--- config.mk ---
export PLATFORM = sky130hd
export DESIGN_NAME = iir_decim_fifo
export DESIGN_NICKNAME = d
export VERILOG_FILES = /design/src/rtl/iir_decim_fifo.sv
export SDC_FILE = /design/constraint.sdc
export NUM_CORES = 1
export LEC_CHECK = 0
export ABC_AREA = 1
export BUFFER_PORTS_ARGS = -buffer_cell sky130_fd_sc_hd__buf_2
export CAP_MARGIN = 20
export CORE_MARGIN = 5
export CORE_UTILIZATION = 50
export CTS_CLUSTER_DIAMETER = 30
export DETAILED_ROUTE_END_ITERATION = 7
export GPL_ROUTABILITY_DRIVEN = 0
export PLACE_DENSITY = 0.7
export SLEW_MARGIN = 0
export SYNTH_ARGS = -nofsm -noshare
export SYNTH_HDL_FRONTEND = slang
export SYNTH_SLANG_ARGS = --single-unit
--- constraint.sdc ---
create_clock -name clk -period 2 [get_ports clk]
set_input_delay 0.1 -clock clk [delete_from_list [all_inputs] [get_ports clk]]
set_output_delay 0.1 -clock clk [all_outputs]
set_load 0.01 [all_outputs]
--- src/rtl/iir_decim_fifo.sv ---
// iir_decim_fifo
// ---------------------------------------------------------------------------
// Downstream stage of the 4-bit signed IIR filter. Every cycle the filter
// flags its output valid, this block either keeps or skips the sample (one
// kept in every DECIM). Kept samples go into a small first-word-fall-through
// FIFO and are handed to the consumer over a valid/ready handshake.
//
// Ports:
//   clk       - system clock, all state changes on the rising edge
//   rst       - asynchronous active-low reset (0 resets immediately)
//   in_valid  - in_data carries a new filter sample this cycle
//   in_data   - filter output sample y[n], signed, stored bit-exact
//   out_valid - out_data holds the oldest buffered sample
//   out_ready - consumer accepts out_data this cycle
//   out_data  - oldest buffered sample, 0 when empty
//   count     - number of buffered entries (0..DEPTH)
//   full      - count == DEPTH
//   empty     - count == 0
//   overflow  - sticky, a kept sample was dropped because the FIFO was full
//   clr_ovf   - synchronous clear of overflow (a same-cycle drop wins)
// ---------------------------------------------------------------------------
module iir_decim_fifo #(
    parameter int DATA_W = 4,
    parameter int DEPTH  = 8,
    parameter int DECIM  = 2
) (
    input  logic                     clk,
    input  logic                     rst,
    input  logic                     in_valid,
    input  logic [DATA_W-1:0]        in_data,
    output logic                     out_valid,
    input  logic                     out_ready,
    output logic [DATA_W-1:0]        out_data,
    output logic [$clog2(DEPTH):0]   count,
    output logic                     full,
    output logic                     empty,
    output logic                     overflow,
    input  logic                     clr_ovf
);

    localparam int PTR_W = $clog2(DEPTH);
    localparam int DC_W  = (DECIM > 1) ? $clog2(DECIM) : 1;

    localparam logic [PTR_W:0]  FULL_CNT = (PTR_W + 1)'(DEPTH);
    localparam logic [DC_W-1:0] DC_LAST  = DC_W'(DECIM - 1);

    logic [PTR_W-1:0]  wr_ptr;
    logic [PTR_W-1:0]  rd_ptr;
    logic [DC_W-1:0]   dc;
    logic [DATA_W-1:0] mem [DEPTH];

    logic kept;
    logic pop;
    logic push;
    logic drop;

    // Status flags come from the occupancy count alone, so a wrapped pointer
    // pair can never be mistaken for empty or full. Because count is reset
    // asynchronously, these outputs (and out_data) go to their reset values
    // the moment rst falls.
    always_comb begin
        full      = (count == FULL_CNT);
        empty     = (count == '0);
        out_valid = !empty;
        out_data  = empty ? '0 : mem[rd_ptr];
    end

    // A sample is kept when the decimation counter sits at 0. A pop in the
    // same cycle frees a slot, so a kept sample is still accepted when full
    // as long as the consumer is taking one out.
    always_comb begin
        kept = in_valid && (dc == '0);
        pop  = out_valid && out_ready;
        push = kept && (!full || pop);
        drop = kept && full && !pop;
    end

    // Decimation counter advances on every valid input, including the ones
    // whose sample ends up dropped, so the keep pattern never drifts.
    always_ff @(posedge clk or negedge rst) begin
        if (!rst) begin
            dc <= '0;
        end else if (in_valid) begin
            if (dc == DC_LAST) begin
                dc <= '0;
            end else begin
                dc <= dc + 1'b1;
            end
        end
    end

    // Pointers and occupancy. DEPTH is a power of two, so the pointers wrap
    // naturally at DEPTH-1 -> 0.
    always_ff @(posedge clk or negedge rst) begin
        if (!rst) begin
            wr_ptr <= '0;
            rd_ptr <= '0;
            count  <= '0;
        end else begin
            if (push) begin
                wr_ptr <= wr_ptr + 1'b1;
            end
            if (pop) begin
                rd_ptr <= rd_ptr + 1'b1;
            end
            case ({push, pop})
                2'b10:   count <= count + 1'b1;
                2'b01:   count <= count - 1'b1;
                default: count <= count;
            endcase
        end
    end

    // Sticky overflow. The drop term is applied after the clear so that a
    // drop in the same cycle as clr_ovf leaves the flag set.
    always_ff @(posedge clk or negedge rst) begin
        if (!rst) begin
            overflow <= 1'b0;
        end else begin
            if (clr_ovf) begin
                overflow <= 1'b0;
            end
            if (drop) begin
                overflow <= 1'b1;
            end
        end
    end

    // Sample storage is deliberately left out of reset; stale contents are
    // never visible because out_data is masked while empty.
    always_ff @(posedge clk) begin
        if (push) begin
            mem[wr_ptr] <= in_data;
        end
    end

endmodule

# After elaboration in Yosys (flattened, before gate mapping)
# Memory sizes are Yosys's and may differ from the RTL's.
# Index checks and enable logic that the tools add are counted.
# word_totals
ff_bits	12
ramBits	32
word_cells	34
memories	1
# op_classes
addsub	5
n_eq_ne	3
n_mux	7
n_bitwise	1
n_reduce_logical	12
# mem_list
memory	words	width	read_ports	rd_ports_with_merged_regs	write_ports	line_no	rtl
mem	8	4	1	0	1	50	logic [DATA_W-1:0] mem [DEPTH];
# ops
operator	n
4-bit case mux with 2 select lines	1
3-bit by 1-bit adder with 3-bit output (second input constant)	2
1-bit logical AND	5
1-bit 2-to-1 mux	5
4-bit by 1-bit adder with 4-bit output (second input constant)	1
4-bit == test (second input constant)	1
4-bit zero test	1
4-bit 2-to-1 mux	1
2-bit nonzero test	2
4-bit by 1-bit subtractor with 4-bit output (second input constant)	1
1-bit zero test	3
2-bit by 1-bit == test with 1-bit output (second input constant)	1
2-bit == test (second input constant)	1
1-bit adder (second input constant)	1
1-bit logical OR	1
1-bit inverter	1

# Longest topological paths before layout
# Gate-level depths: netlist (run 1).
# depth
word_depth	7
mapped_depth	12
mapped_depth_nobuf	12

# Worst setup path before layout (run 1)
# OpenSTA, ideal clock, no wires.
# synth_timing
kind	register to register
startpoint	register count[0]
endpoint	memory mem[0][0] (enable)
setup_time_ps	314
arrival_time_ps	1380
required_time_ps	1686
slack_ps	306
path_stages_with_launch	9
synth_period_minus_slack_ps	1694
path_cell_list	dfrtp_1 nor2_1 nand2_2 buf_6 nand2_4 nand2_2 nand2_2 or2_4 nor2_2
# synth_via
elab_chain_cells	7
elab_cells_between_ends	9
# synth_rtl
item	line_no	rtl
start, declared	34	output logic [$clog2(DEPTH):0] count,
start signal, assigned	107	2'b10: count <= count + 1'b1;
start signal, assigned	108	2'b01: count <= count - 1'b1;
start signal, assigned	109	default: count <= count;
4-bit zero test	63	empty = (count == '0);
1-bit zero test	64	out_valid = !empty;
named net out_valid	31	output logic out_valid,
1-bit logical AND	73	pop = out_valid && out_ready;
1-bit logical OR	74	push = kept && (!full || pop);
1-bit logical AND	74	
1-bit 2-to-1 mux	132	if (push) begin
1-bit 2-to-1 mux (implied by the code)	133	mem[wr_ptr] <= in_data;
end, declared	50	
# The timed path passes the listed nets, and every way through them passes these cells.

# Worst setup path after layout (run 1)
# layout_timing
startpoint	register rd_ptr[0]
endpoint	output port out_data[2]
# layout_via
elab_chain_cells	2
# layout_rtl
item	line_no	rtl
start, declared	48	logic [PTR_W-1:0] rd_ptr;
start signal, assigned	104	rd_ptr <= rd_ptr + 1'b1;
memory read 8 x 4 bit	n/a	
4-bit 2-to-1 mux	65	out_data = empty ? '0 : mem[rd_ptr];
end, declared	33	output logic [DATA_W-1:0] out_data,
# Every way passes these cells.

==> results.py, run 1 <==
metrics = {
    "hold_path": {
        "hold_class": "in2reg",
    },
    "floorplan": {
        "boundaryPins": 21,
        "rows": 22,
        "dieWidth_microns": 72.96,
        "core_area_sq_um": 3744,
        "dieArea_sq_um": 5323,
        "initial_core_util_pct": 52.94,
        "die_h_microns": 72.96,
    },
    "critical_path": {
        "end_kind": "output pin",
        "cp.arrival_ns": 1.76,
        "path_class": "reg2out",
        "crit_path_start_kind": "flop",
        "rrSetupSlack_ns": 0.20,
        "crit_fanout": 10,
        "required_ns": 1.90,
    },
    "drt": {
        "num_vias": 1329,
        "ant_nets": 0,
        "dr.pass1.iters": 4,
        "route.detailed.wl_per_inst_microns": 14.79,
        "wirelength_microns": 3786,
        "via_per_inst": 5.191,
        "topRoutingLayerUsed": "met4",
        "met3_length_microns": 272,
        "drt_iter0_drc": 63,
        "wl_met1_microns": 1575,
        "drc": 0,
        "wl_met2_microns": 1862,
    },
    "global_routing": {
        "grt_max_degree": 19,
        "grt.overflow.total": 0,
        "grt_pass1_vias": 1312,
        "track_usage_pct": 15.45,
        "grt_antenna_before_repair": 0,
        "grt_pass1_wl_microns": 6078,
    },
    "yosys": {
        "synth_area_sq_um": 1982,
        "ys_types": 27,
        "yosys_warnings": 0,
        "synthCells": 181,
        "synth.avg_cell_area_sq_um": 10.95,
        "synth_nets": 193,
        "yosysSeqAreaShare_pct": 63.64,
        "ys_ff_latch": 44,
    },
    "cells_and_area": {
        "syn_to_final_growth_pct": 14.20,
        "fill_cells": 334,
        "nets": 219,
        "drive_gt1_share_pct": 22.60,
        "antenna_cells": 0,
    },
    "sta": {
        "fmax_ghz": 0.5366,
        "layout_worst_path_cycle_share_pct": 93.19,
        "setup_viol": 0,
        "tightest_slew_ns": 0.4642,
        "hold_viol_final": 0,
        "rsz0062_at_grt": "no",
        "finalMaxSlewViolations": 0,
        "fin_setup_tns_ns": 0,
        "period_minus_slack_ns": 1.864,
        "skew_ns": 0.007172,
        "relSlewSlack_pct": 69.06,
    },
    "power": {
        "p_leak_uw": 0.0009181,
        "peakVddDrop_mv": 0.7025,
        "p_total_uw": 3356,
        "power.density_nw_per_um2": 1483,
    },
    "cts": {
        "root_buffer": "clkbuf_8",
        "clk_path_buf_depth": 2,
        "cts_num_sinks": 44,
        "htree_levels": 2,
        "clock_latency_ns": 0.29,
        "cts_tree": "done",
        "postCtsSetupRepairBufs": 0,
        "path_clk_slew_ns": 0.08,
        "numCtsBuffers": 5,
    },
    "placed_design": {
        "dp_hpwl_microns": 2930,
        "io_buffer_count": 20,
    },
    "job": {
        "maxCapViolCount": 0,
    },
    "run_status": {
        "status": "finished clean",
    },
}
[cells by family after synthesis]
family	after synthesis	share of synthesized area, %
mux	1	0.5681
xor+xnor	7	3.093
fa+ha+maj	3	1.894
compound gates	26	8.271
flops	44	63.64
simple gates	79	17.99
buf+inv	21	4.545
[layout by cell type, fill, tap and decap left out, drive strengths merged]
cell and count:
nand3 7, o21ai 16, nand4 2, edfxtp 32, dfrtp 12, clkbuf 5
o22ai 1, xor2 6, buf 22, nor2 43, o21bai 1, xnor2 1
o32ai 8, clkinv 1, or2 1, nand2 25, mux2 1, nor4 1
ha 3, clkinvlp 2, dlygate4sd3 2, inv 15, bufinv 1
[routing by layer]
layer | vias up | track usage (%)
li1 | 671 | -
met1 | 617 | 19.03
met2 | 32 | 25.75
met3 | 9 | 4.683
met4 | 0 | 5.328
met5 | - | 0
[what timing repair did]
action	4_1_cts	5_1_grt
gates resized for setup	0	2
hold endpoints to repair	12	1
endpoints found under the setup margin	0	4
hold buffers	1	1
[final cells by class]
type | count | area [sq um] | area share, %
sequential | 44 | 1262 | 55.78
clock buffer | 5 | 68.82 | 3.040
multi-input combinational | 116 | 630.6 | 27.86
clock inverter | 3 | 42.54 | 1.879
timing repair buffer | 24 | 135.1 | 5.970
tap | 48 | 60.06 | 2.653
inverter | 16 | 63.81 | 2.819
[state kept, by name (all words and copies together) (netlist names)]
name      flops
mem          32
count         4
rd_ptr        3
wr_ptr        3
dc            1
overflow      1
[worst paths after layout]
check                           cells after the start      start          end
worst min register to register                      1         dc           dc
min in group asynchronous                           2        rst    wr_ptr[1]
worst max-delay path                                6  rd_ptr[0]  out_data[2]
max in group asynchronous                           2        rst    rd_ptr[0]
worst max register to register                      8   count[0]    mem[3][0]
worst min-delay path                                2    clr_ovf     overflow
[through the flow]
step | setup slack, ns | area [sq um] | instances | hold slack, ns | util, %
CTS | 0.02755 | 2248 | 255 | 0.001444 | 60.06
detailed placement | 0.1981 | 2127 | 246 | 0.01664 | 56.82
global route | 0.01328 | 2263 | 256 | 0.01552 | 60.46
floorplan | 0.3060 | 1982 | 181 | -0.1956 | -
global placement | 0.2701 | 2127 | 246 | 0.002114 | 56.82
finish | 0.1362 | 2263 | 256 | 0.01120 | 60.46
[Yosys cell counts]
cell / number / area share (%)
o21ai_1: 2 / 0.51
inv_2: 2 / 0.38
nand4_1: 2 / 0.63
edfxtp_1: 32 / 48
o32ai_1: 8 / 3.5
nor2_2: 4 / 1.3
clkinv_1: 1 / 0.19
xnor2_1: 1 / 0.44
buf_6: 1 / 0.57
dfrtp_1: 12 / 15
inv_1: 13 / 2.5
mux2_2: 1 / 0.57
nand2_2: 4 / 1.3
o22ai_1: 1 / 0.32
xor2_1: 6 / 2.7
buf_2: 3 / 0.76
o21ai_0: 14 / 3.5
ha_1: 3 / 1.9
nor4_2: 1 / 0.63
nand3_2: 1 / 0.51
or2_4: 1 / 0.44
clkbuf_1: 1 / 0.19
nand2_1: 20 / 3.8
nand2_4: 1 / 0.57
o21bai_1: 1 / 0.38
nand3_1: 6 / 1.5
nor2_1: 39 / 7.4
[report_power, final]
group | switching [uW] | internal [uW] | total [uW]
clock network | 285 | 369 | 654
logic | 809 | 521 | 1330
registers | 204 | 1170 | 1370
[worst max-delay path: stages, from the launching register on]
cell,delay (ns)
dfrtp_2,0.47
buf_4,0.19
nor2_1,0.06
o32ai_1,0.36
o21ai_0,0.15
nor2_1,0.11
buf_2,0.14
(Power assumes the default switching activity.)
==> run 2: changes to the inputs <==
--- a/config.mk
+++ b/config.mk
@@ -14,6 +14,7 @@
 export DETAILED_ROUTE_END_ITERATION = 7
 export GPL_ROUTABILITY_DRIVEN = 0
 export PLACE_DENSITY = 0.7
+export REMOVE_ABC_BUFFERS = 1
 export SLEW_MARGIN = 0
 export SYNTH_ARGS = -nofsm -noshare
 export SYNTH_HDL_FRONTEND = slang
==> results.py, run 2 (synthesis gave the netlist of run 1 again) <==
metrics = {
    "run_status": {
        "status": "finished clean",
    },
    "cells_and_area": {
        "regMostFlops": "mem",
        "final_common_cell": "nor2_1",
        "finalInstanceArea_sq_um": 2292,
        "nets": 223,
        "syn_to_final_growth_pct": 15.66,
        "antenna_cells": 0,
        "drive_gt1_share_pct": 25.47,
        "largest_register_ffs": 32,
        "largestRegisters": "mem x32, count x4",
        "mostFrequentLayoutCells": "nor2_1 (35), edfxtp_1 (32), nand2_1 (20), buf_2 (20), o21ai_0 (14)",
    },
    "power": {
        "p_leak_uw": 0.0009241,
        "p_total_uw": 3358,
        "peakVddDrop_mv": 0.7050,
        "power.density_nw_per_um2": 1465,
    },
    "drt": {
        "dr.pass1.iters": 4,
        "num_vias": 1403,
        "drc": 0,
        "ant_nets": 0,
        "route.detailed.wl_per_inst_microns": 16.15,
        "via_per_inst": 5.396,
        "wirelength_microns": 4200,
        "drt_iter0_drc": 101,
    },
    "critical_path": {
        "required_ns": 1.90,
        "slowest_stage": "dfrtp_1",
        "cp_common_cell": "nor2_1",
        "ff2ff_path_depth": 8,
        "path_class": "reg2out",
        "end_kind": "output pin",
        "max_stage_delay_ns": 0.41,
        "rrSetupSlack_ns": 0.20,
        "cp-startpoint": "rd_ptr[0]",
        "cp.arrival_ns": 1.76,
        "crit_path_start_kind": "flop",
        "r2r_end": "mem[1][3]",
        "crit_fanout": 15,
        "path_cells": "clkinvlp_4 -> nor2_1 -> o32ai_1 -> o21ai_0 -> nor2_1 -> buf_2",
        "r2r-start": "count[2]",
    },
    "placed_design": {
        "place_area_sq_um": 2120,
        "dp_hpwl_microns": 3045,
        "io_buffer_count": 20,
    },
    "floorplan": {
        "rows": 22,
        "dieWidth_microns": 72.96,
        "die_h_microns": 72.96,
        "core_area_sq_um": 3744,
        "boundaryPins": 21,
        "initial_core_util_pct": 52.94,
        "dieArea_sq_um": 5323,
    },
    "cts": {
        "htree_levels": 2,
        "clk_path_buf_depth": 2,
        "cts_num_sinks": 44,
        "clock_latency_ns": 0.30,
        "root_buffer": "clkbuf_8",
        "path_clk_slew_ns": 0.08,
        "numCtsBuffers": 5,
        "cts_tree": "done",
    },
    "sta": {
        "finalMaxSlewViolations": 0,
        "tightest_slew_ns": 0.3644,
        "fmax_ghz": 0.5389,
        "layout_worst_path_cycle_share_pct": 92.79,
        "hold_viol_final": 0,
        "period_minus_slack_ns": 1.856,
        "setup_viol": 0,
        "rsz0062_at_grt": "yes",
        "skew_ns": 0.003832,
        "relSlewSlack_pct": 75.50,
    },
    "hold_path": {
        "holdPathEnd": "mem[1][2]",
        "hp-start": "in_data[2]",
        "hold_class": "in2reg",
        "whs_path_depth": 1,
    },
    "job": {
        "maxCapViolCount": 0,
    },
    "global_routing": {
        "grt_pass1_vias": 1414,
        "grt_pass1_wl_microns": 6720,
        "grt.overflow.total": 0,
        "grt_max_degree": 19,
        "grt_antenna_before_repair": 0,
        "track_usage_pct": 17.40,
    },
}
-- run 2: worst max path at each step --
stage | to | slack (ns) | depth (start not counted)
floorplan | mem[0][0] | 0.30 | 7
global placement | mem[5][2] | 0.28 | 8
detailed placement | mem[1][1] | 0.15 | 8
CTS | out_data[0] | 0.04 | 6
global route | count[2] | -0.08 | 12
finish | out_data[0] | 0.14 | 6
-- run 2: where the power goes --
group	internal (uW)	total (uW)	switching [uW]
combinational	568	1450	887
clock	244	538	294
sequential	1170	1360	195
-- run 2: layer usage --
layer	share of wire, %	up-vias	track usage [%]
met5	0	-	0
met4	2.1	0	7.172
met3	4.6	10	5.647
met2	51	33	28.16
met1	42	686	21.41
li1	-	674	-
-- run 2: timing repair --
action | CTS | global route
buffers inserted | 0 | 4
hold endpoints to repair | 14 | 0
hold buffers | 3 | 0
gates resized for setup | 0 | 9
setup endpoints to repair | 0 | 21
-- run 2: layout make-up --
type                            count  area, sq um
Sequential cell                    44         1264
Timing Repair Buffer               28        171.4
Multi-Input combinational cell    116        648.1
Clock buffer                        6        72.57
Inverter                           16        63.81
Clock inverter                      2        12.51
Tap cell                           48        60.06
Fill cell                         319         1451
-- run 2: critical path: cells and delay by family (launching register included) --
kind                   cells  cell delay [ns]
DFF                        1             0.41
buffers and inverters      2             0.42
AOI/OAI and AO/OA          2             0.36
and+or+nand+nor            2             0.27
-- run 2: metrics by stage --
| stage | setup WS, ns | utilization (%) | instances | hold slack (ns) | setup TNS (ns) |
|---|---|---|---|---|---|
| after global placement | 0.2800 | 56.62 | 245 | -0.004101 | 0 |
| after floorplan | 0.2993 | - | 176 | -0.1956 | 0 |
| after detailed placement | 0.1484 | 56.62 | 245 | 0.003297 | 0 |
| after CTS | 0.04472 | 59.69 | 256 | 0.1082 | 0 |
| after global routing | -0.07781 | 61.23 | 260 | 0.1115 | -0.08004 |
| final | 0.1442 | 61.23 | 260 | 0.1051 | 0 |
